[src/rtl/ekf_stage_sequencer_pkg.sv]
// rtl/ekf_stage_sequencer_pkg.sv - stage codes, data format and state type for the EKF stage sequencer
package ekf_stage_sequencer_pkg;

    // Command codes understood by the EKF-SLAM core on stage_val
    localparam logic [2:0] STAGE_IDLE  = 3'b000;
    localparam logic [2:0] STAGE_PRD   = 3'b001;
    localparam logic [2:0] STAGE_NEW   = 3'b010;
    localparam logic [2:0] STAGE_UPD   = 3'b011;
    localparam logic [2:0] STAGE_ASSOC = 3'b100;

    // Operand format: sign + integer bits + fraction bits
    localparam int DATA_INT_BIT = 12;
    localparam int DATA_DEC_BIT = 19;
    localparam int DATA_W       = 1 + DATA_INT_BIT + DATA_DEC_BIT;

    typedef enum logic [2:0] {
        ST_IDLE,
        ST_OBS_FETCH,
        ST_ISSUE,
        ST_WAIT,
        ST_NEXT
    } seq_state_e;

endpackage

[src/rtl/ekf_stage_sequencer.sv]
// rtl/ekf_stage_sequencer.sv - orders PRD/NEW/ASSOC/UPD commands to the EKF core from odometry and scans
module ekf_stage_sequencer
    import ekf_stage_sequencer_pkg::*;
#(
    parameter int RSA_DW       = DATA_W,
    parameter int ROW_LEN      = 10,
    parameter int PRD_PER_SCAN = 10,
    parameter int STAGE_HOLD   = 2,
    parameter int MAX_LM       = 1023
) (
    input  logic              clk,
    input  logic              sys_rst_n,
    input  logic              seq_en,
    input  logic              odo_valid,
    output logic              odo_ready,
    input  logic [RSA_DW-1:0] odo_vlr,
    input  logic [RSA_DW-1:0] odo_alpha,
    input  logic              obs_valid,
    output logic              obs_ready,
    input  logic [RSA_DW-1:0] obs_rk,
    input  logic [RSA_DW-1:0] obs_phi,
    input  logic              obs_last,
    output logic [2:0]        stage_val,
    output logic [RSA_DW-1:0] vlr,
    output logic [RSA_DW-1:0] alpha,
    output logic [RSA_DW-1:0] rk,
    output logic [RSA_DW-1:0] phi,
    input  logic              stage_rdy,
    input  logic              assoc_new,
    output logic [ROW_LEN-1:0] landmark_num,
    output logic              busy,
    output logic              err
);

    localparam int PW = $clog2(PRD_PER_SCAN + 1);
    localparam int HW = $clog2(STAGE_HOLD + 1);
    localparam logic [PW-1:0]      PRD_LIM  = PW'(PRD_PER_SCAN);
    localparam logic [HW-1:0]      HOLD_LIM = HW'(STAGE_HOLD);
    localparam logic [ROW_LEN-1:0] LM_LIM   = ROW_LEN'(MAX_LM);

    seq_state_e         state_q, state_d;
    logic [2:0]         cmd_q, cmd_d;
    logic [2:0]         stage_val_q, stage_val_d;
    logic [HW-1:0]      hold_cnt_q, hold_cnt_d;
    logic [PW-1:0]      prd_cnt_q, prd_cnt_d;
    logic               first_scan_q, first_scan_d;
    logic               last_q, last_d;
    logic [ROW_LEN-1:0] lm_q, lm_d;
    logic               err_q, err_d;
    logic               busy_q, busy_d;
    logic               odo_ready_q, odo_ready_d;
    logic               obs_ready_q, obs_ready_d;
    logic [RSA_DW-1:0]  vlr_q, vlr_d, alpha_q, alpha_d, rk_q, rk_d, phi_q, phi_d;

    logic odo_hs;
    logic obs_hs;

    assign odo_hs = odo_valid && odo_ready_q;
    assign obs_hs = obs_valid && obs_ready_q;

    // Next-state, command and counter logic; a NEW that would overflow the landmark table is dropped
    always_comb begin
        state_d      = state_q;
        cmd_d        = cmd_q;
        stage_val_d  = stage_val_q;
        hold_cnt_d   = hold_cnt_q;
        prd_cnt_d    = prd_cnt_q;
        first_scan_d = first_scan_q;
        last_d       = last_q;
        lm_d         = lm_q;
        err_d        = err_q;
        vlr_d        = vlr_q;
        alpha_d      = alpha_q;
        rk_d         = rk_q;
        phi_d        = phi_q;

        case (state_q)
            ST_IDLE: begin
                stage_val_d = STAGE_IDLE;
                if (stage_rdy) err_d = 1'b1;
                if (odo_hs) begin
                    vlr_d       = odo_vlr;
                    alpha_d     = odo_alpha;
                    cmd_d       = STAGE_PRD;
                    stage_val_d = STAGE_PRD;
                    hold_cnt_d  = HW'(1);
                    state_d     = ST_ISSUE;
                end else if (seq_en && (prd_cnt_q >= PRD_LIM)) begin
                    state_d = ST_OBS_FETCH;
                end
            end
            ST_OBS_FETCH: begin
                stage_val_d = STAGE_IDLE;
                if (stage_rdy) err_d = 1'b1;
                if (obs_hs) begin
                    rk_d   = obs_rk;
                    phi_d  = obs_phi;
                    last_d = obs_last;
                    if (first_scan_q && (lm_q == LM_LIM)) begin
                        err_d   = 1'b1;
                        state_d = ST_NEXT;
                    end else begin
                        cmd_d       = first_scan_q ? STAGE_NEW : STAGE_ASSOC;
                        stage_val_d = first_scan_q ? STAGE_NEW : STAGE_ASSOC;
                        hold_cnt_d  = HW'(1);
                        state_d     = ST_ISSUE;
                    end
                end
            end
            ST_ISSUE: begin
                if (stage_rdy) err_d = 1'b1;
                // Entered with hold_cnt=0 after an ASSOC, which inserts one quiet cycle before re-issue
                if (hold_cnt_q < HOLD_LIM) begin
                    stage_val_d = cmd_q;
                    hold_cnt_d  = hold_cnt_q + HW'(1);
                end else begin
                    stage_val_d = STAGE_IDLE;
                    hold_cnt_d  = '0;
                    state_d     = ST_WAIT;
                end
            end
            ST_WAIT: begin
                stage_val_d = STAGE_IDLE;
                if (stage_rdy) begin
                    case (cmd_q)
                        STAGE_PRD: begin
                            prd_cnt_d = prd_cnt_q + PW'(1);
                            state_d   = ST_IDLE;
                        end
                        STAGE_NEW: begin
                            lm_d    = lm_q + ROW_LEN'(1);
                            state_d = ST_NEXT;
                        end
                        STAGE_ASSOC: begin
                            hold_cnt_d = '0;
                            if (!assoc_new) begin
                                cmd_d   = STAGE_UPD;
                                state_d = ST_ISSUE;
                            end else if (lm_q == LM_LIM) begin
                                err_d   = 1'b1;
                                state_d = ST_NEXT;
                            end else begin
                                cmd_d   = STAGE_NEW;
                                state_d = ST_ISSUE;
                            end
                        end
                        default: state_d = ST_NEXT;
                    endcase
                end
            end
            ST_NEXT: begin
                stage_val_d = STAGE_IDLE;
                if (last_q) begin
                    prd_cnt_d    = '0;
                    first_scan_d = 1'b0;
                    state_d      = ST_IDLE;
                end else begin
                    state_d = ST_OBS_FETCH;
                end
            end
            default: begin
                stage_val_d = STAGE_IDLE;
                state_d     = ST_IDLE;
            end
        endcase
    end

    // Ready and busy are decided from the upcoming state so they are registered and mutually exclusive
    always_comb begin
        odo_ready_d = (state_d == ST_IDLE) && seq_en && (prd_cnt_d < PRD_LIM);
        obs_ready_d = (state_d == ST_OBS_FETCH);
        busy_d      = (state_d != ST_IDLE);
    end

    // State and output registers; reset abandons any command in flight
    always_ff @(posedge clk or negedge sys_rst_n) begin
        if (!sys_rst_n) begin
            state_q      <= ST_IDLE;
            cmd_q        <= STAGE_IDLE;
            stage_val_q  <= STAGE_IDLE;
            hold_cnt_q   <= '0;
            prd_cnt_q    <= '0;
            first_scan_q <= 1'b1;
            last_q       <= 1'b0;
            lm_q         <= '0;
            err_q        <= 1'b0;
            busy_q       <= 1'b0;
            odo_ready_q  <= 1'b0;
            obs_ready_q  <= 1'b0;
            vlr_q        <= '0;
            alpha_q      <= '0;
            rk_q         <= '0;
            phi_q        <= '0;
        end else begin
            state_q      <= state_d;
            cmd_q        <= cmd_d;
            stage_val_q  <= stage_val_d;
            hold_cnt_q   <= hold_cnt_d;
            prd_cnt_q    <= prd_cnt_d;
            first_scan_q <= first_scan_d;
            last_q       <= last_d;
            lm_q         <= lm_d;
            err_q        <= err_d;
            busy_q       <= busy_d;
            odo_ready_q  <= odo_ready_d;
            obs_ready_q  <= obs_ready_d;
            vlr_q        <= vlr_d;
            alpha_q      <= alpha_d;
            rk_q         <= rk_d;
            phi_q        <= phi_d;
        end
    end

    assign odo_ready    = odo_ready_q;
    assign obs_ready    = obs_ready_q;
    assign stage_val    = stage_val_q;
    assign vlr          = vlr_q;
    assign alpha        = alpha_q;
    assign rk           = rk_q;
    assign phi          = phi_q;
    assign landmark_num = lm_q;
    assign busy         = busy_q;
    assign err          = err_q;

endmodule

[config.mk]
export PLATFORM = sky130hd
export DESIGN_NAME = ekf_stage_sequencer
export DESIGN_NICKNAME = d
export VERILOG_FILES = /design/src/rtl/ekf_stage_sequencer_pkg.sv /design/src/rtl/ekf_stage_sequencer.sv
export SDC_FILE = /design/constraint.sdc
export NUM_CORES = 1
export LEC_CHECK = 0
export BUFFER_PORTS_ARGS = -buffer_cell sky130_fd_sc_hd__buf_2
export CAP_MARGIN = 5
export CELL_PAD_IN_SITES_DETAIL_PLACEMENT = 0
export CELL_PAD_IN_SITES_GLOBAL_PLACEMENT = 1
export CORE_UTILIZATION = 32
export DETAILED_ROUTE_END_ITERATION = 8
export PLACE_DENSITY = 0.88
export SYNTH_ARGS = -nofsm -noshare
export SYNTH_HDL_FRONTEND = slang
export SYNTH_SLANG_ARGS = --single-unit
[constraint.sdc]
create_clock -name clk -period 2.1 [get_ports clk]
set_input_delay 0.42 -clock clk [delete_from_list [all_inputs] [get_ports clk]]
set_output_delay 0.42 -clock clk [all_outputs]
set_load 0.01 [all_outputs]
* After elaboration in Yosys (flattened, before gate mapping)
Index checks and enable logic that the tools add are counted.
Storage, ports and cells: register bits 159, bits of input ports 136, output and inout bits 145, word-level logic and storage cells 103
Cells by class: $add $sub $neg 3, magnitude comparators 3, equal/unequal tests 17, muxes and demuxes 44, reductions and logical operators 20
Operators with widths (count):
- 3-bit 2-to-1 mux | 19
- 3-bit case mux with 3 select lines | 2
- 3-bit case mux with 5 select lines | 1
- 2-bit != test, second input constant | 7
- 2-bit 2-to-1 mux | 6
- 4-bit 2-to-1 mux | 3
- 10-bit by 1-bit adder with 10-bit output, second input constant | 1
- 10-bit == test, second input constant | 1
- 3-bit by 1-bit == test with 1-bit output, second input constant | 3
- 3-bit by 2-bit == test with 1-bit output, second input constant | 3
- 1-bit 2-to-1 mux | 9
- 3-bit nonzero test | 3
- 2-bit case mux with 4 select lines | 1
- 4-bit case mux with 2 select lines | 1
- 7-bit AND reduction | 1
- 3-bit == test, second input constant | 2
- 1-bit logical AND | 6
- 3-bit logical NOT | 2
- 3-bit case mux with 2 select lines | 1
- 2-bit AND reduction | 3
- 6-bit AND reduction | 1
- 5-bit AND reduction | 1
- 4-bit by 1-bit adder with 4-bit output, second input constant | 1
- 4-bit greater-or-equal comparator, second input constant | 1
- 8 further kinds | 8

* Logic depth before layout (Yosys ltp)
Gate-level depths: netlist of run 1.
depth in word-level cells 9, gate-level depth with buffers 7, mapped depth without buffers 7

* Least setup slack after synthesis of run 1
OpenSTA, ideal clock, no wires.
path type register to register, start point reg lm_q[0], in the netlist landmark_num[0], end point reg cmd_q[0], library setup time 0.128 ns, data arrival time 2.074 ns, data required time 1.972 ns, slack -0.102 ns, cell stages (with the launch flop) 8, buffers on the path 1, period minus slack after synthesis 2.202 ns, cells stage by stage dfrtp_1 -> ha_1 -> and4_4 -> and3_4 -> buf_6 -> a311o_1 -> a211oi_4 -> mux2_1
Between the ends: word-level cells in the longest chain between the ends 4, elaborated cells between the ends (all ways) 5, classes of those cells eq/ne: 3; reduce/logical: 2
Ends and longest elaborated chain:
- start: declaration | RTL line ekf_stage_sequencer.sv:48 | logic [ROW_LEN-1:0] lm_q, lm_d;
- start signal: assignment | RTL line ekf_stage_sequencer.sv:202 | lm_q <= lm_d;
- 10-bit == test * | RTL line ekf_stage_sequencer.sv:99, ekf_stage_sequencer.sv:139
- 1-bit logical AND | RTL line ekf_stage_sequencer.sv:99 | if (first_scan_q && (lm_q == LM_LIM)) begin
- 2-bit != test (no line)
- 7-bit AND reduction (no line) *
- end signal: assignment | RTL line ekf_stage_sequencer.sv:196 | cmd_q <= cmd_d;
- end: declaration | RTL line ekf_stage_sequencer.sv:42 | logic [2:0] cmd_q, cmd_d;
Every way passes the cells marked *; elsewhere a longest branch is shown, timed or not. A chain may end at the register's enable or synchronous reset.

* Worst setup path after layout of run 1
start point reg lm_q[1], in the netlist landmark_num[1], end point reg cmd_q[0]
The elaborated chain is that of the path after synthesis.

==> summary.txt, run 1 <==
Clock tree
  – H-tree depth: 4
  – Clk slew on worst S/H paths: 0.07 ns
  – CTS Buf Count: 17
  – CTS max path bufs: 2
  – Clock Tree Root: clkbuf_16
  – Clock latency on the worst-skew pair: 0.42 ns
  – Clock Sinks: 159
  – CTS tree: yes

Status
  – Status: finished, final reports clean

Synthesis
  – Synth top area share: 0.618
  – Seq cells post-synth: 159
  – Post-Synth Simple-Gate Area: 0.177
  – Fraction of registers with async set/reset: 1.00
  – Synth area leader: dfrtp_1
  – Adder-cell share of the synthesized area: 0.00587
  – Synth top area cells: dfrtp_1 62%, nand2_1 12%, mux2_2 11%, buf_2 1.2%, clkbuf_1 0.70%
  – Syn_nets: 707
  – Ys Warns: 0
  – Synth cell types: 54
  – Mux cell area share after synthesis: 0.121
  – Post-Synth XOR/XNOR Area: 0.0123
  – Netlist Area Pre-Place: 6400 µm²
  – Cells after Synth: about 570
  – Synth Area in Compound Gates: 0.0381
  – Seq/Total Area, Yosys: 0.622
  – Main synth FF type: dfrtp_1
  – Main combinational cell family by area after synthesis: simple AND/OR/NAND/NOR gates
  – EDFF count, synth: 0
  – Post-synthesis area per instance: 11.3 µm²

Global routing
  – Global routing's busiest layer: met2
  – Largest net degree at the start of global routing: 66
  – First-pass GRT wire length: 24,600 µm
  – GR Layer Usage met1: 0.183
  – Antenna violations before repair: 1
  – Met2 track utilization from global routing: 0.264
  – Grt total ovfl: 0
  – Met3 usage: 0.0546
  – Vias in the first global route: approximately 5,000
  – Global Route Usage Sum: 0.156

Timing
  – Unrepaired setup endpoints after global routing: no
  – Relative slew margins: 0.674
  – Period Utilization, post-route: 0.966
  – Final-report hold violation count: 0
  – Fmax: approximately 490 MHz
  – Final setup viols: 0
  – Setup_tns: 0 ns
  – Final WS setup: 0.0720 ns
  – Fin. max-slew vios: 0
  – Measured slew at the worst slew-check pin: 0.490 ns
  – Clock Skews: about 0.016 ns
  – Clock period minus worst slack: 2.03 ns

Floorplanning
  – Die Y: around 140 µm
  – Row count: 51
  – Io pins: 281
  – Die width: around 140 µm
  – Core Area: between 15,000 and 20,000 µm²
  – Die Area: around 21,000 µm²
  – Initial Util: 0.328

Routing
  – Iteration-0 DRC Markers: 168
  – Post-route ant nets: 0
  – Drt first pass iters: 4
  – Via-per-instance ratio: 4.48
  – Remaining DRCs: 0
  – Avg WL per Cell: ~14 µm
  – Drt total wl: 16,100 µm
  – Vias: 5,098

Worst setup path
  – Slowest cell on the critical path: dfrtp_1
  – R2R Path End: cmd_q[0]$_DFFE_PN0P_
  – Family with the most delay on the worst path: compound AO/OA/AOI/OAI gates
  – Critical path class: register to register
  – CP required: 2.40 ns
  – CP Launch Type: register
  – Buf+Inv Stages, Crit Path: 0
  – Crit path DAT: 2.32 ns
  – R2r startpoint: landmark_num[1]$_DFFE_PN0P_
  – Setup slack, reg-to-reg: ~0.072 ns
  – CP Capture Type: register
  – Crit path max fanout: 6
  – Critical Path Max Stage Delay: 0.40 ns
  – R2r worst-path depth: 6
  – Critical Path, Cell by Cell: ha_2 -> and4_4 -> and3_4 -> a311o_1 -> a211oi_4 -> mux2_1

Hold path
  – Min-delay src: obs_phi[22]
  – Hold Crit Depth: 3
  – Hold Crit Class: input port to register
  – Hold EP: phi[22]$_DFFE_PN0P_

Final layout
  – Layout cells sized above 1: 0.471
  – Filler cells: about 1,900
  – P&R area growth vs syn: 37.6%
  – Nets@finish: 1,000
  – Finished Core Util: 0.451
  – Antenna cells: 0
  – Non-Filler Instances: 1,138

Placed design
  – Dpl cells: between 1,000 and 1,500
  – Port-buffer cells: between 200 and 300
  – GPL Wtd Cong: 0.829
  – Pre-CTS setup slack: a little over 0.08 ns
  – DP Wirelength: around 12,000 µm

Power
  – P_leak: 0.00482 µW
  – Power Total: roughly 12,000 µW
  – VDD IR max: 0.537 mV
  – Pwr dens: around 1400 nW/µm²

Run
  – Total of max-cap violations: 0
worst min-delay path, stage by stage:
cell and delay, ns:
buf_2 0.07, nand2_1 0.04, nand2_1 0.04
area by class of cell:
| cell class | count | area [µm²] | area share |
|---|---|---|---|
| Tap cell | 265 | 332 | 0.0377 |
| Multi-Input combinational cell | 376 | 2290 | 0.260 |
| Clock buffer | 17 | 425 | 0.0483 |
| Timing Repair Buffer | 302 | 1630 | 0.185 |
| Inverter | 5 | 18.8 | 0.00213 |
| Sequential cell | 159 | 3980 | 0.452 |
| Clock inverter | 14 | 135 | 0.0153 |
worst max-delay path by stage:
stage / startpoint / slack [ns] / end / cells after the start
floorplan: landmark_num[0]$_DFFE_PN0P_ / 0.001 / cmd_q[0]$_DFFE_PN0P_ / 7
global placement: landmark_num[0]$_DFFE_PN0P_ / 0.12 / cmd_q[0]$_DFFE_PN0P_ / 6
detailed placement: landmark_num[0]$_DFFE_PN0P_ / 0.08 / hold_cnt_q[0]$_DFFE_PN0P_ / 6
CTS: landmark_num[0]$_DFFE_PN0P_ / 0.06 / hold_cnt_q[0]$_DFFE_PN0P_ / 6
global route: landmark_num[1]$_DFFE_PN0P_ / 0.01 / cmd_q[0]$_DFFE_PN0P_ / 6
finish: landmark_num[1]$_DFFE_PN0P_ / 0.07 / cmd_q[0]$_DFFE_PN0P_ / 6
cells by family (layout without fill, tap and decap cells):
kind of cell               count (synthesis)  after routing
xor gates and xnor gates                   9              9
adders and majority gates                  3              3
AOI/OAI and AO/OA                         33             33
and+or+nand+nor                          262            262
DFF                                      159            159
muxes                                     69             69
buffers and inverters                     33            338
synthesized netlist by cell type (2+ instances only):
| master | count |
|---|---|
| a21o_1 | 2 |
| a21oi_1 | 5 |
| a311o_1 | 2 |
| and3_1 | 5 |
| and4bb_2 | 2 |
| buf_2 | 15 |
| clkbuf_1 | 12 |
| dfrtp_1 | 158 |
| ha_1 | 3 |
| inv_1 | 5 |
| mux2_1 | 2 |
| mux2_2 | 65 |
| mux2i_1 | 2 |
| nand2_1 | 209 |
| nand2b_1 | 2 |
| nand3_1 | 3 |
| nand3b_1 | 4 |
| nand4_1 | 4 |
| nor2_1 | 11 |
| nor2b_1 | 4 |
| nor3_1 | 3 |
| nor4_1 | 2 |
| o21ai_0 | 7 |
| o22ai_1 | 2 |
| o311ai_0 | 2 |
| or3_1 | 2 |
| xnor2_1 | 4 |
| xor2_1 | 5 |
registers in the layout, summed over array words and instances, names as in the netlist, 3 cells and up:
register and cells:
alpha 32, cmd_q 3, landmark_num 10, vlr 32, phi 32, state_q 3
rk 32, stage_val 3, prd_cnt_q 4
cell usage in the layout, fill, tap and decap left out, drive strengths merged, types with 2 or more instances in the layout:
cell type  synthesis  routed
buf               16     301
nand2            209     209
dfrtp            158     158
mux2              67      67
clkbuf            12      17
nor2              11      11
inv                5      10
o21ai              7       7
and3               6       6
a21oi              5       5
xor2               5       5
clkinv             0       5
nand4              4       4
nand3b             4       4
nor2b              4       4
xnor2              4       4
nand3              3       3
clkinvlp           0       3
nor4               3       3
nor3               3       3
ha                 3       3
nand2b             2       2
and4bb             2       2
o22ai              2       2
a21o               2       2
o311ai             2       2
a311o              2       2
mux2i              2       2
and4               2       2
or3                2       2
or3b               2       2
a211oi             2       2
stage by stage:
step | instance area [µm²] | hold slack (ns)
2_1_floorplan | 6400 | 0.124
3_3_place_gp | 8220 | 0.403
3_5_place_dp | 8220 | 0.409
4_1_cts | 8790 | 0.167
5_1_grt | 8800 | 0.170
6_report | 8800 | 0.189
report_power, final:
part | internal (µW) | switching, µW | total (µW)
Combinational | 2050 | 2200 | 4250
Clock | 1650 | 1290 | 2940
Sequential | 4410 | 730 | 5140
Total | 8110 | 4220 | 12300
metal layers:
layer,up-vias,part of all wire
met3,11,0.087
met4,0,0.014
met1,2395,0.42
met2,214,0.48
li1,2478,-
met5,-,0
timing repair:
action / 4_1_cts / 5_1_grt
setup endpoints to repair: 0 / 1
setup buffers: 0 / 1
resized for setup: 0 / 2
hold endpoints to repair: 40 / 0
hold buffers: 1 / 0
Power figures use the tool's default switching activity.
==> run 2: changes to the inputs <==
--- a/config.mk
+++ b/config.mk
@@ -11,6 +11,7 @@
 export CELL_PAD_IN_SITES_GLOBAL_PLACEMENT = 1
 export CORE_UTILIZATION = 32
 export DETAILED_ROUTE_END_ITERATION = 8
+export GPL_TIMING_DRIVEN = 0
 export PLACE_DENSITY = 0.88
 export SYNTH_ARGS = -nofsm -noshare
 export SYNTH_HDL_FRONTEND = slang
==> run 2 against run 1 <==
Effect of this change:
- first-iteration DRC count increased by 24%
- sequential power barely moved
- clock-buffer cell count unchanged
- clock skew down 0.0062 ns
- setup slack worse by 0.024 ns
- wire length grew 5.3%
- via count grew 1.9%
- critical endpoint is now hold_cnt_q[0]$_DFFE_PN0P_
- cell area rose by 0.57%
- final cell count up 0.97%
==> summary.txt, run 2 (synthesized netlist as in run 1, its figures left out) <==
Status
  – Status: finished, final reports clean

Hold path
  – Hold Crit Class: input port to register

Global routing
  – First-pass GRT wire length: 25,600 µm
  – Vias in the first global route: 4,934
  – Global Route Usage Sum: 0.163
  – Antenna violations before repair: 0
  – Grt total ovfl: 0
  – Largest net degree at the start of global routing: 85

Power
  – Gate power share: 0.338
  – NetSw: 4310 µW
  – Pint: just over 8000 µW
  – Clock network power share: 0.256
  – Pwr dens: 1430 nW/µm²
  – VDD IR max: just over 0.6 mV
  – Sequential Power Share: 0.406
  – P_leak: 0.00487 µW
  – Sw frac: 0.342

Worst setup path
  – CP Capture Type: register
  – CP Launch Type: register
  – Critical path class: register to register
  – CP required: 2.40 ns
  – Crit path DAT: 2.35 ns
  – Setup slack, reg-to-reg: ~0.048 ns
  – Crit path max fanout: 6

Final layout
  – Layout cells sized above 1: 0.467
  – Antenna cells: 0
  – Fin area: 8850 µm²
  – Most common cell after layout, fill and taps aside: buf_2
  – Most frequent cells in the layout: 288 x buf_2, 209 x nand2_1, 158 x dfrtp_1, 65 x mux2_2, 17 x clkbuf_16
  – P&R area growth vs syn: 38.4%
  – Nets@finish: 1,011
  – Non-Filler Instances: between 1,000 and 1,500

Placed design
  – DP Wirelength: 12,500 µm
  – Port-buffer cells: 280
  – Dpl cells: 1,114
  – DP Area: 8170 µm²
  – GPL Wtd Cong: 0.800

Timing
  – Clock Skews: around 0.0097 ns
  – Setup_tns: 0 ns
  – Period Utilization, post-route: 0.977
  – Fmax: 487 MHz
  – Clock period minus worst slack: approximately 2.1 ns
  – Final setup viols: 0
  – Relative slew margins: 0.485
  – Final-report hold violation count: 0
  – Fin. max-slew vios: 0
  – Measured slew at the worst slew-check pin: 0.766 ns

Clock tree
  – Clock Tree Root: clkbuf_16
  – CTS tree: yes
  – CTS Buf Count: 17
  – Clk slew on worst S/H paths: 0.07 ns
  – Clock Sinks: ~160
  – H-tree depth: 4
  – CTS max path bufs: 2
  – Clock latency on the worst-skew pair: 0.42 ns

Routing
  – Post-route ant nets: 0
  – Avg WL per Cell: ~15 µm
  – Drt first pass iters: 6
  – Drt total wl: 17,000 µm
  – Iteration-0 DRC Markers: 209
  – Via-per-instance ratio: 4.52
  – Remaining DRCs: 0
  – Vias: 5,193

Floorplanning
  – Core Area: a little under 20,000 µm²
  – Die width: around 140 µm
  – Initial Util: 0.328
  – Die Area: 20,600 µm²
  – Io pins: 281
  – Row count: 51
  – Die Y: around 140 µm

Run
  – Total of max-cap violations: 0
[run 2: cell types whose count changed in the layout (fill, tap and decap cells not counted), sizes merged]
cell      change
clkbuf       +15
clkinvlp      +1
buf           -4
clkinv        -4
inv           +1
bufinv        +2
[run 2: power by group through the flow]
stage,Combinational [µW],Clock (µW),Sequential [µW]
6_report,4270,3230,5130
5_1_grt,4740,3450,5320
4_1_cts,4300,3340,5130
3_5_place_dp,4250,0,5170
3_3_place_gp,4160,0,5120
2_1_floorplan,1680,0,5750
[run 2: layer usage]
layer	vias to the layer above	wire length, µm	global-route usage
met1	2457	7060	0.192
met4	0	205	0.0594
met2	224	8250	0.275
met3	18	1440	0.0533
met5	-	0	0
li1	2494	-	-
[run 2: cell type report]
| class | instances | area, µm² |
|---|---|---|
| sequential | 159 | 3980 |
| multi-input combinational | 376 | 2300 |
| clock inverter | 14 | 183 |
| timing repair buffer | 286 | 1480 |
| clock buffer | 17 | 425 |
| fill | 1875 | 10700 |
| buffer | 27 | 140 |
| tap | 265 | 332 |
| inverter | 5 | 18.8 |
[run 2: stage by stage]
step / setup slack, ns / total power [µW] / util / hold WS (ns)
final: 0.0475 / 12600 / 0.453 / 0.185
after global routing: -0.000240 / 13500 / 0.453 / 0.169
after CTS: -0.0315 / 12800 / 0.452 / 0.160
after detailed placement: -0.210 / 9420 / 0.418 / 0.438
after global placement: -1.92 / 9290 / 0.417 / 0.453
after floorplan: 0.00102 / 7430 / - / 0.124
[run 2: path summary, 6_finish.rpt]
path / start / end / depth (start not counted)
max: landmark_num[0]$_DFFE_PN0P_ / hold_cnt_q[0]$_DFFE_PN0P_ / 6
min: obs_phi[7] / phi[7]$_DFFE_PN0P_ / 3
max reg2reg: landmark_num[0]$_DFFE_PN0P_ / hold_cnt_q[0]$_DFFE_PN0P_ / 6
min reg2reg: rk[23]$_DFFE_PN0P_ / rk[23]$_DFFE_PN0P_ / 2
max in group asynchronous: sys_rst_n / phi[6]$_DFFE_PN0P_ / 3
min in group asynchronous: sys_rst_n / vlr[11]$_DFFE_PN0P_ / 2
[run 2: what timing repair did]
action,4_1_cts,5_1_grt
gates resized for setup,4,16
hold endpoints to repair,20,0
hold buffers,1,0
pin swaps,3,1
setup endpoints to repair,72,85
buffers inserted,4,0
[run 2: critical path: stages (launching register included)]
cell	delay (ns)
dfrtp_1	0.38
ha_2	0.20
and4_4	0.19
and3_4	0.20
a311o_1	0.40
o21bai_2	0.23
mux2_1	0.33
==> run 3: changes to the inputs <==
--- a/config.mk
+++ b/config.mk
@@ -5,14 +5,15 @@
 export SDC_FILE = /design/constraint.sdc
 export NUM_CORES = 1
 export LEC_CHECK = 0
-export BUFFER_PORTS_ARGS = -buffer_cell sky130_fd_sc_hd__buf_2
 export CAP_MARGIN = 5
 export CELL_PAD_IN_SITES_DETAIL_PLACEMENT = 0
 export CELL_PAD_IN_SITES_GLOBAL_PLACEMENT = 1
-export CORE_UTILIZATION = 32
+export CORE_UTILIZATION = 42
 export DETAILED_ROUTE_END_ITERATION = 8
+export DONT_BUFFER_PORTS = 1
 export GPL_TIMING_DRIVEN = 0
-export PLACE_DENSITY = 0.88
+export PLACE_DENSITY = 0.86
+export REMOVE_ABC_BUFFERS = 1
 export SYNTH_ARGS = -nofsm -noshare
 export SYNTH_HDL_FRONTEND = slang
 export SYNTH_SLANG_ARGS = --single-unit
==> run 3 against run 2 <==
Effect of this change:
- non-clock buffer count shrank 298
- critical path depth did not move
- maximum frequency shrank 1.6%
- the flow now finishes with violations (design-rule violations, negative hold slack)
- global-route usage is 2.2 points higher
- first-iteration DRC count up 11%
- final cell count shrank 33%
- cell area down 18%
- wire length decreased by 16%
- clock skew down 0.0035 ns
- utilization up 4.2 points
- power decreased by 12%
- via count is 19% lower
==> summary.txt, run 3 (synthesized netlist as in run 1, its figures left out) <==
Hold path
  – Hold Crit Class: input port to asynchronous set/reset pin

Worst setup path
  – CP Capture Type: register
  – CP Launch Type: register
  – Crit path max fanout: 5
  – Slowest cell on the critical path: dfrtp_2
  – Crit path DAT: 2.39 ns
  – CP required: about 2.4 ns
  – Critical Path, Cell by Cell: ha_4 -> and4_4 -> and3_4 -> a311o_1 -> a211oi_4 -> mux2_4
  – Critical Path Max Stage Delay: 0.46 ns
  – Critical path class: register to register

Placed design
  – DP Wirelength: between 10,000 and 15,000 µm
  – DP Area: 6590 µm²
  – Port-buffer cells: 0
  – GPL Wtd Cong: 0.818

Floorplanning
  – Row count: 44
  – Die Area: 15,700 µm²
  – Core Area: 14,700 µm²
  – Die width: 125 µm
  – Die Y: 125 µm
  – Io pins: about 280
  – Initial Util: 0.435

Final layout
  – Nets@finish: just over 700
  – Fin area: 7280 µm²
  – Antenna cells: 0
  – P&R area growth vs syn: 13.8%
  – Most frequent cells in the layout: 209 x nand2_1, 153 x dfrtp_1, 65 x mux2_2, 17 x clkbuf_16, 11 x nor2_1
  – Most common cell after layout, fill and taps aside: nand2_1
  – Layout cells sized above 1: 0.227

Clock tree
  – CTS max path bufs: 2
  – Clk slew on worst S/H paths: 0.06 ns
  – Clock Tree Root: clkbuf_16
  – CTS tree: yes
  – CTS Buf Count: 17
  – H-tree depth: 4
  – Clock latency on the worst-skew pair: about 0.42 ns
  – Clock Sinks: 159

Routing
  – Drt total wl: about 14,000 µm
  – Avg WL per Cell: 18.6 µm
  – Post-route ant nets: 0
  – Vias: 4,191
  – Iteration-0 DRC Markers: 232
  – Remaining DRCs: 23
  – Via-per-instance ratio: 5.44
  – Drt first pass iters: 7

Timing
  – Relative slew margins: 0.560
  – Hold slack: -0.306 ns
  – Final setup viols: 0
  – Setup_tns: 0 ns
  – Measured slew at the worst slew-check pin: 0.654 ns
  – Clock Skews: 0.00618 ns
  – Clock period minus worst slack: 2.09 ns
  – Final-report hold violation count: 159
  – Period Utilization, post-route: 0.993
  – Unrepaired setup endpoints after global routing: yes
  – Fin. max-slew vios: 0
  – Fmax: between 400 and 500 MHz

Power
  – Gate power share: 0.179
  – NetSw: 3930 µW
  – Pwr dens: between 1500 and 2000 nW/µm²
  – P_leak: around 0.0036 µW
  – Sw frac: 0.354
  – Pint: 7170 µW
  – Sequential Power Share: 0.557
  – Power Total: 11,100 µW
  – Clock network power share: 0.263
  – VDD IR max: approximately 0.62 mV

Global routing
  – Global Route Usage Sum: 0.185
  – Grt total ovfl: 0
  – Largest net degree at the start of global routing: 160
  – Vias in the first global route: 4,226
  – Antenna violations before repair: 0
  – First-pass GRT wire length: 22,100 µm

Status
  – Status: finished, violations left
  – Failing checks: design-rule violations, negative hold slack

Run
  – Total of max-cap violations: 0
==> run 3: power groups by stage <==
stage | combinational, µW | sequential, µW | clock (µW)
2_1_floorplan | 1590 | 5800 | 0
3_3_place_gp | 1770 | 6180 | 0
3_5_place_dp | 1920 | 6200 | 0
4_1_cts | 1930 | 6200 | 3010
5_1_grt | 2270 | 6350 | 3160
6_report | 1990 | 6190 | 2930
==> run 3: layout make-up <==
| class | instances | area [µm²] |
|---|---|---|
| multi-input cells | 376 | 2330 |
| well taps | 184 | 230 |
| repair buffers | 15 | 153 |
| fillers | 1286 | 7420 |
| clock buffers | 18 | 429 |
| flip-flops and latches | 159 | 3990 |
| inverters | 5 | 18.8 |
| clock inverters | 14 | 131 |
==> run 3: through the flow <==
step / setup slack [ns] / utilization / instances / hold WS [ns]
floorplan: -2.59 / - / 540 / 0.124
global placement: -4.26 / 0.442 / 724 / 0.128
detailed placement: -0.163 / 0.448 / 730 / 0.128
CTS: 0.00206 / 0.488 / 763 / -0.327
global route: -0.0476 / 0.495 / 771 / -0.339
finish: 0.0137 / 0.495 / 771 / -0.306
==> run 3: metal layers <==
| metal | wire length, µm | track usage | part of all wire |
|---|---|---|---|
| met4 | 246 | 0.0775 | 0.017 |
| met3 | 1480 | 0.0766 | 0.10 |
| met5 | 0 | 0 | 0 |
| met2 | 7050 | 0.301 | 0.49 |
| met1 | 5540 | 0.215 | 0.39 |
==> run 3: worst paths after layout <==
check / cells after the start / slack, ns / from / to
worst max-delay path: 6 / 0.01 / landmark_num[0]$_DFFE_PN0P_ / cmd_q[0]$_DFFE_PN0P_
worst min-delay path: 0 / -0.31 / sys_rst_n / rk[22]$_DFFE_PN0P_
worst max register to register: 6 / 0.01 / landmark_num[0]$_DFFE_PN0P_ / cmd_q[0]$_DFFE_PN0P_
worst min register to register: 2 / 0.51 / last_q$_DFFE_PN0P_ / last_q$_DFFE_PN0P_
max in group asynchronous: 0 / 2.04 / sys_rst_n / state_q[0]$_DFF_PN0_
min in group clk: 2 / 0.11 / obs_rk[17] / rk[17]$_DFFE_PN0P_
==> run 3: critical path: cells and delay by family, from the launching register on <==
family	cells	cell delay [ns]
adders and majority gates	1	0.19
DFF	1	0.46
muxes	1	0.32
AOI/OAI and AO/OA	2	0.62
and+or+nand+nor	2	0.37
==> run 3: timing repair <==
item,4_1_cts,5_1_grt
setup buffers,1,8
pin swaps,1,3
setup endpoints to repair,75,70
gates resized for setup,7,9
hold endpoints to repair,159,159
